[src/rtl/gain_coef_div.sv]
// gain_coef_div: bit-serial restoring divider producing coef = ref_in / |a| with saturation
//   clk    : rising-edge clock
//   reset  : asynchronous active-low reset
//   st     : start strobe, accepted only in IDLE
//   a      : signed sample sfi(A_WDT, A_WDT-1), divisor
//   ref_in : unsigned target magnitude ufi(A_WDT-1, A_WDT-1), dividend
//   busy   : operation in flight, from the cycle after accept through the rdy cycle
//   rdy    : one-cycle pulse, coef/sat valid from this cycle on
//   coef   : ufi(COEF_WDT, COEF_WDT/2) coefficient
//   sat    : coef saturated (overflow or a == 0)
module gain_coef_div #(
  parameter int A_WDT    = 16,
  parameter int COEF_WDT = 16
) (
  input  logic                clk,
  input  logic                reset,
  input  logic                st,
  input  logic [A_WDT-1:0]    a,
  input  logic [A_WDT-2:0]    ref_in,
  output logic                busy,
  output logic                rdy,
  output logic [COEF_WDT-1:0] coef,
  output logic                sat
);
  localparam int Q     = A_WDT - 1 + COEF_WDT / 2;
  localparam int CNT_W = $clog2(Q + 1);
  localparam int QX    = Q + COEF_WDT;
  typedef enum logic [1:0] {IDLE, DIV, DONE} state_t;
  state_t              state_q, state_d;
  logic [A_WDT-1:0]    ra_q, ra_d, ra_in;
  logic [Q-1:0]        dvd_q, dvd_d, quo_n;
  logic [Q-2:0]        quo_q, quo_d;
  logic [A_WDT:0]      rem_q, rem_d, rem_s;
  logic [CNT_W-1:0]    cnt_q, cnt_d;
  logic [COEF_WDT-1:0] coef_q, coef_d;
  logic                sat_q, sat_d, rdy_q, rdy_d, busy_q, busy_d, ge;
  logic [QX-1:0]       qx;
  always_comb begin
    // two's-complement negation of the most negative a yields 2^(A_WDT-1) as unsigned, exactly
    ra_in   = a[A_WDT-1] ? -a : a;
    // remainder before the shift is below ra <= 2^(A_WDT-1), so the shift never loses a bit
    rem_s   = (rem_q << 1) | (A_WDT+1)'(dvd_q[Q-1]);
    ge      = rem_s >= {1'b0, ra_q};
    quo_n   = {quo_q, ge};
    qx      = QX'(quo_n);
    state_d = state_q;
    ra_d    = ra_q;
    dvd_d   = dvd_q;
    quo_d   = quo_q;
    rem_d   = rem_q;
    cnt_d   = cnt_q;
    coef_d  = coef_q;
    sat_d   = sat_q;
    busy_d  = busy_q;
    rdy_d   = 1'b0;
    case (state_q)
      IDLE: if (st) begin
        state_d = DIV;
        ra_d    = ra_in;
        dvd_d   = {ref_in, {(COEF_WDT/2){1'b0}}};
        quo_d   = '0;
        rem_d   = '0;
        cnt_d   = CNT_W'(Q - 1);
        busy_d  = 1'b1;
      end
      DIV: begin
        rem_d = ge ? rem_s - {1'b0, ra_q} : rem_s;
        quo_d = quo_n[Q-2:0];
        dvd_d = dvd_q << 1;
        cnt_d = cnt_q - CNT_W'(1);
        if (cnt_q == '0) begin
          state_d = DONE;
          rdy_d   = 1'b1;
          sat_d   = (ra_q == '0) || (|qx[QX-1:COEF_WDT]);
          coef_d  = sat_d ? '1 : qx[COEF_WDT-1:0];
        end
      end
      DONE: begin
        state_d = IDLE;
        busy_d  = 1'b0;
      end
      default: state_d = IDLE;
    endcase
  end
  always_ff @(posedge clk or negedge reset) begin
    if (!reset) begin
      state_q <= IDLE;
      ra_q    <= '0;
      dvd_q   <= '0;
      quo_q   <= '0;
      rem_q   <= '0;
      cnt_q   <= '0;
      coef_q  <= '0;
      sat_q   <= 1'b0;
      rdy_q   <= 1'b0;
      busy_q  <= 1'b0;
    end else begin
      state_q <= state_d;
      ra_q    <= ra_d;
      dvd_q   <= dvd_d;
      quo_q   <= quo_d;
      rem_q   <= rem_d;
      cnt_q   <= cnt_d;
      coef_q  <= coef_d;
      sat_q   <= sat_d;
      rdy_q   <= rdy_d;
      busy_q  <= busy_d;
    end
  end
  assign busy = busy_q;
  assign rdy  = rdy_q;
  assign coef = coef_q;
  assign sat  = sat_q;
endmodule
[config.mk]
export PLATFORM = sky130hd
export DESIGN_NAME = gain_coef_div
export DESIGN_NICKNAME = d
export VERILOG_FILES = /design/src/rtl/gain_coef_div.sv
export SDC_FILE = /design/constraint.sdc
export NUM_CORES = 1
export LEC_CHECK = 0
export ABC_AREA = 1
export CORE_ASPECT_RATIO = 1.2
export CORE_UTILIZATION = 52
export DETAILED_ROUTE_END_ITERATION = 7
export GPL_TIMING_DRIVEN = 1
export PLACE_DENSITY_LB_ADDON = 0.15
export SLEW_MARGIN = 20
export SYNTH_ARGS = -nofsm -noshare
export SYNTH_HDL_FRONTEND = slang
export SYNTH_SLANG_ARGS = --single-unit
[constraint.sdc]
create_clock -name clk -period 1.72 [get_ports clk]
set_input_delay 0.43 -clock clk [delete_from_list [all_inputs] [get_ports clk]]
set_output_delay 0.43 -clock clk [all_outputs]
set_load 0.01 [all_outputs]
==> reports/qor.txt, run 1 <==
IO buf count = 52
HP Class = input pin to async pin
Synth Cell Area = 0.00545 mm^2
Power Density = 2380 mW/mm^2
clock sink total = 95
Startpoint Class = register
gpl congestion = 0.895
Initial Util = 53.9%
synth unique cells = 40
r2r setup slk = -0.25 ns
Clock Latency Late Sink = 0.35 ns
failing checks = negative setup slack
Final Worst Setup Slack = -0.251 ns
Syn-to-layout area delta = 46.0%
worst r2r src = rem_q[10]
Max Buffers Root-to-Sink = 2
Setup crit end = rem_q[8]
drt via density = 5.53
unrepaired setup endpoints after global routing = true
largest area contributor in the netlist = dfrtp_1
Post-Route WL = 16,100 um
Lkg Pwr = 3.98 nW
die area = 0.0109 mm^2
Clock Skew = 0.0111 ns
CTS buffer count = 9
Iter 0 DRT Violations = 437
Critical Path RT = 2.01 ns
Total GRT Usage = 27.9%
Syn Area/Cell = 7.78 um^2
Tcrit/Tclk final = 115%
# H-tree levels = 3
final hold violations = 0
Post-Layout Inst Area = 0.00795 mm^2
via count = 5,542
fin nets = 926
Worst IR Drop VDD = 0.903 mV
Synth top area share = 43.7%
initial antenna violation count = 0
hpwl dp = 9790 um
detailed-route DRC error count = 0
core area = 0.0101 mm^2
Top-Level Pins = 53
vias in the first global route = 5,198
first-pass GRT wire length = 23,600 um
CTS Root Cell = clkbuf_16
fmax = 507 MHz
length of the first detailed-routing pass in iterations = 5
grt ovf = 0
Setup Crit Path Kind = register to register
Die Span Y = 114 um
yosys warns = 0
overall power = 0.0189 W
R2R Path End = rem_q[8]
placed instance area = 0.00692 mm^2
synth top area cells = dfrtp_1 44%, nand2_1 14%, inv_1 7.4%, nand3_1 4.9%, ha_1 4.4%
Net Count, Synth = 754
outcome = complete, but fails checks
Routed Antenna Nets = 0
final slew viol count = 0
CP startpoint = rem_q[10]
Critical Path AT = 2.26 ns
worst rel slew slack = 67.1%
count of final setup violators = 18
routed len/inst = 16.0 um
crit end category = register
die width = 95.4 um
worst-path maximum fanout = 8
diode count = 0
Seq/Total Area, Yosys = 43.7%
largest net degree at the start of global routing = 37
Synth Instances = 700
Reg2Reg Depth = 13
Least-Margin Pin Slew = 0.494 ns
fin crit period = 1.97 ns
CTS clock-pin slew for the worst setup and hold paths = 0.08 ns
layout cell share with drive strength beyond 1 = 32.7%
standard-cell rows = 40
register bit total from synthesis = 95
TritonCTS clock tree = yes
Max-Cap Viols = 0
Fillers = 637
[synth_stat cells]
cell and n:
nor2_2 3, nand2_2 8, nand2_4 2, nand2_1 202, a31oi_1 1, a21o_1 1, ha_1 19, or2_0 1
o21ai_1 5, dfrtp_1 95, inv_1 108, a22oi_1 14, nor2_4 6, buf_8 1, nand3_2 5, o41ai_1 1
inv_2 6, o22ai_1 27, xnor2_1 6, or2_2 2, a21oi_1 11, buf_4 2, or3_1 1, nor3_1 4
o21bai_1 1, nor2_1 28, o211ai_1 12, and2_1 1, nand3b_1 6, o21ai_0 26, nor3b_4 1, xor2_1 7
nand3_1 53, nand4_1 10, fa_1 1, buf_2 9, clkbuf_2 1, nor4_1 3, clkbuf_1 9, nor3_4 1
[flip-flops by register name (all words and copies together), names as in the netlist, 2 cells and up]
register / cells
cnt_q: 5
coef: 16
rem_q: 16
quo_q: 22
dvd_q: 15
state_q: 2
ra_q: 16
[metal layers]
layer | track usage, % | vias to the layer above | routed length [um]
met5 | 0 | - | 0
met4 | 9.05 | 0 | 571
met3 | 4.91 | 57 | 882
met2 | 48.0 | 238 | 8170
met1 | 35.3 | 2639 | 6450
li1 | - | 2608 | -
[area by class of cell]
type	count	area (um^2)	share of cell area (%)
clock buffer	9	225	2.83
clock inverter	7	66.3	0.834
inverter	114	432	5.43
multi-input combinational	469	3020	37.9
sequential	95	2380	29.9
tap	126	158	1.98
timing repair buffer	180	1650	20.8
timing repair inverter	3	22.5	0.283
[worst max-delay path, cell delays in order (launching register included)]
cell	delay (ns)
dfrtp_1	0.43
ha_4	0.30
nand2_4	0.09
inv_2	0.04
nand2_2	0.06
nand2_2	0.07
nand2_2	0.07
nand2_2	0.08
nor2_4	0.25
nand2_4	0.11
clkbuf_16	0.19
nand2_1	0.07
nand3_1	0.07
nand2_1	0.08
[timing repair]
item / in CTS / in global routing
resized for setup: 54 / 84
hold buffers: 0 / 0
gates cloned: 3 / 2
endpoints found under the setup margin: 30 / 49
pin swaps: 6 / 29
setup buffers: 8 / 14
hold endpoints to repair: 0 / 0
[how the worst min path moves through the flow]
stage               endpoint  depth (start not counted)  slack (ns)  start
floorplan               busy                          0        0.13  reset
CTS                  coef[6]                          1        0.05  reset
detailed placement   coef[6]                          1        0.42  reset
global placement     coef[8]                          1        0.42  reset
global route         coef[9]                          1        0.08  reset
finish               coef[6]                          1        0.04  reset
[power by group]
group          internal (W)  leakage [nW]  switching, W
clock               0.00101         0.141      0.000960
combinational       0.00609          2.68       0.00691
sequential          0.00331          1.17      0.000657
total                0.0104          3.98       0.00852
[cell usage in the layout, fill, tap and decap left out, types with 9 or more instances in the layout]
master,count
nand2_1,165
buf_4,117
dfrtp_1,95
inv_1,87
clkdlybuf4s50_1,43
nand3_1,38
nand2_2,37
o22ai_1,27
inv_2,26
nor2_1,24
o21ai_0,19
nand3_2,18
ha_4,15
a22oi_1,14
o211ai_1,12
clkbuf_16,11
nand2_4,10
nand4_1,10
nor2_4,9
buf_12,9
[cells by family (layout without fill, tap and decap cells)]
| family | Yosys count | after routing | synth area share, % |
|---|---|---|---|
| simple gates | 337 | 337 | 28.5 |
| buf+inv | 136 | 313 | 9.95 |
| compound gates | 99 | 99 | 11.1 |
| flops | 95 | 95 | 43.7 |
| fa+ha+maj | 20 | 20 | 4.73 |
| xor+xnor | 13 | 13 | 2.09 |
[metrics by stage]
| step | instances | utilization [%] | hold slack [ns] | setup TNS [ns] | worst slack (ns) |
|---|---|---|---|---|---|
| after floorplan | 700 | - | 0.134 | -0.000784 | -0.000784 |
| after global placement | 960 | 68.5 | 0.420 | -6.90 | -0.309 |
| after detailed placement | 960 | 68.5 | 0.423 | -9.47 | -0.384 |
| after CTS | 987 | 74.7 | 0.0492 | -0.898 | -0.0819 |
| after global routing | 1003 | 78.7 | 0.0754 | -5.23 | -0.345 |
| final | 1003 | 78.7 | 0.0389 | -3.80 | -0.251 |
(Power assumes the default switching activity.)
==> run 2: changes to the inputs <==
--- a/config.mk
+++ b/config.mk
@@ -8,6 +8,7 @@
 export ABC_AREA = 1
 export CORE_ASPECT_RATIO = 1.2
 export CORE_UTILIZATION = 52
+export CTS_CLUSTER_SIZE = 30
 export DETAILED_ROUTE_END_ITERATION = 7
 export GPL_TIMING_DRIVEN = 1
 export PLACE_DENSITY_LB_ADDON = 0.15
==> constraint.sdc (replaced) <==
create_clock -name clk -period 1.61 [get_ports clk]
set_input_delay 0.4025 -clock clk [delete_from_list [all_inputs] [get_ports clk]]
set_output_delay 0.4025 -clock clk [all_outputs]
set_load 0.01 [all_outputs]
==> run 2 against run 1 <==
  * The run still ends with negative setup slack left
  * Die area is the same
  * Sequential cell count is the same
  * Setup slack gained 0.028 ns
  * Highest routed layer unchanged
==> reports/qor.txt, run 2 (synthesized netlist as in run 1, its figures left out) <==
largest net degree at the start of global routing = 51
Critical Path AT = 2.11 ns
Max-Cap Viols = 0
Post-Route WL = 16,400 um
Critical Path RT = 1.89 ns
gpl congestion = 0.896
sequential fraction of design power = 21.2%
Setup Crit Path Kind = register to register
Clock Latency Late Sink = 0.35 ns
fin nets = 938
Lkg Pwr = 4.01 nW
Clock Skew = 0.0101 ns
core area = 0.0101 mm^2
Routed Antenna Nets = 0
grt ovf = 0
detailed-route DRC error count = 0
Startpoint Class = register
first-pass GRT wire length = 25,200 um
internal power = 0.0112 W
die width = 95.4 um
final hold violations = 0
Syn-to-layout area delta = 48.3%
via count = 5,539
Place WS = -0.424 ns
failing checks = negative setup slack
Comb pwr share = 67.5%
Clock Power Share = 11.3%
max FFs per register = 22
Worst IR Drop VDD = 1.37 mV
fmax = 546 MHz
CTS clock-pin slew for the worst setup and hold paths = 0.08 ns
Fillers = 660
CTS buffer count = 9
length of the first detailed-routing pass in iterations = 5
leading cell types in the layout, fill and taps excluded = 159 x nand2_1, 124 x buf_4, 95 x dfrtp_1
Total GRT Usage = 29.8%
layout cell share with drive strength beyond 1 = 34.9%
outcome = complete, but fails checks
diode count = 0
Iter 0 DRT Violations = 378
worst-path maximum fanout = 6
Net Sw Power = 0.00890 W
Least-Margin Pin Slew = 0.364 ns
Final Worst Setup Slack = -0.223 ns
final slew viol count = 0
crit end category = register
vias in the first global route = 5,460
Power Density = 2490 mW/mm^2
initial antenna violation count = 0
TritonCTS clock tree = yes
drt via density = 5.46
IO buf count = 52
unrepaired setup endpoints after global routing = true
clock sink total = 95
CTS Root Cell = clkbuf_16
Sw Share = 44.3%
leading cell type in the layout, fill and taps excluded = nand2_1
# H-tree levels = 3
Post-Layout Inst Area = 0.00808 mm^2
standard-cell rows = 40
fin crit period = 1.83 ns
routed len/inst = 16.2 um
die area = 0.0109 mm^2
Top-Level Pins = 53
Reg2Reg Depth = 14
Most flops, register = quo_q
count of final setup violators = 32
Initial Util = 53.9%
worst rel slew slack = 75.5%
HP Class = input pin to async pin
Die Span Y = 114 um
placed instance area = 0.00711 mm^2
Tcrit/Tclk final = 114%
hpwl dp = 10,700 um
Max Buffers Root-to-Sink = 2
[run 2: final cells by class]
type                    count  area (um^2)  area share [%]
clock buffers               9          225            2.79
clock inverters             7         85.1            1.05
inverters                 114          434            5.38
multi-input cells         469         3070            38.0
flip-flops and latches     95         2380            29.4
well taps                 126          158            1.95
repair buffers            192         1710            21.1
repair inverters            3         22.5           0.279
[run 2: worst max-delay path, cell delays in order, from the launching register on]
cell and delay [ns]:
dfrtp_1 0.40, inv_2 0.12, ha_4 0.24, nand2_4 0.10, inv_2 0.03, nand2_1 0.07, nand2_2 0.07, inv_2 0.08
nand3_4 0.08, nand2_4 0.11, nand2_4 0.09, clkbuf_16 0.18, nand2_4 0.05, nand3_2 0.06, o21ai_1 0.09
[run 2: final timing paths]
| kind | from | end | slack (ns) |
|---|---|---|---|
| worst min register to register | dvd_q[8] | dvd_q[8] | 0.48 |
| worst max-delay path | ra_q[7] | rem_q[0] | -0.22 |
| worst min-delay path | reset | rem_q[3] | 0.43 |
| worst max register to register | ra_q[7] | rem_q[0] | -0.22 |
| min in group clk | dvd_q[8] | dvd_q[8] | 0.48 |
| max in group asynchronous | reset | quo_q[10] | 0.65 |
[run 2: what timing repair did]
item                                   4_1_cts  5_1_grt
resized for setup                           61       77
cloned                                       2        2
setup buffers                               10       21
hold buffers                                 1        0
endpoints found under the hold margin       11        0
pin swaps                                   10       43
setup endpoints to repair                   50       42
[run 2: per-stage QoR]
| step | cells | util, % | hold slack, ns | total power, W | setup TNS (ns) |
|---|---|---|---|---|---|
| final | 1015 | 79.9 | 0.430 | 0.0201 | -4.33 |
| after global routing | 1015 | 79.9 | 0.460 | 0.0215 | -7.60 |
| after floorplan | 700 | - | 0.107 | 0.0113 | -0.478 |
| after global placement | 964 | 70.3 | 0.264 | 0.0154 | -13.07 |
| after CTS | 993 | 75.5 | 0.431 | 0.0186 | -2.87 |
| after detailed placement | 964 | 70.3 | 0.265 | 0.0158 | -15.00 |
[run 2: per-layer routing]
layer | part of all wire [%] | vias up | GRT usage [%]
li1 | - | 2629 | -
met1 | 39 | 2684 | 35.0
met5 | 0 | - | 0
met4 | 3.5 | 0 | 12.0
met2 | 53 | 174 | 53.1
met3 | 4.9 | 52 | 5.31
[run 2: power by group through the flow]
| stage | Clock [W] | Sequential (W) | Combinational [W] |
|---|---|---|---|
| 4_1_cts | 0.00228 | 0.00420 | 0.0121 |
| 3_3_place_gp | 0 | 0.00418 | 0.0112 |
| 6_report | 0.00228 | 0.00427 | 0.0136 |
| 3_5_place_dp | 0 | 0.00423 | 0.0116 |
| 5_1_grt | 0.00239 | 0.00438 | 0.0147 |
| 2_1_floorplan | 0 | 0.00421 | 0.00706 |
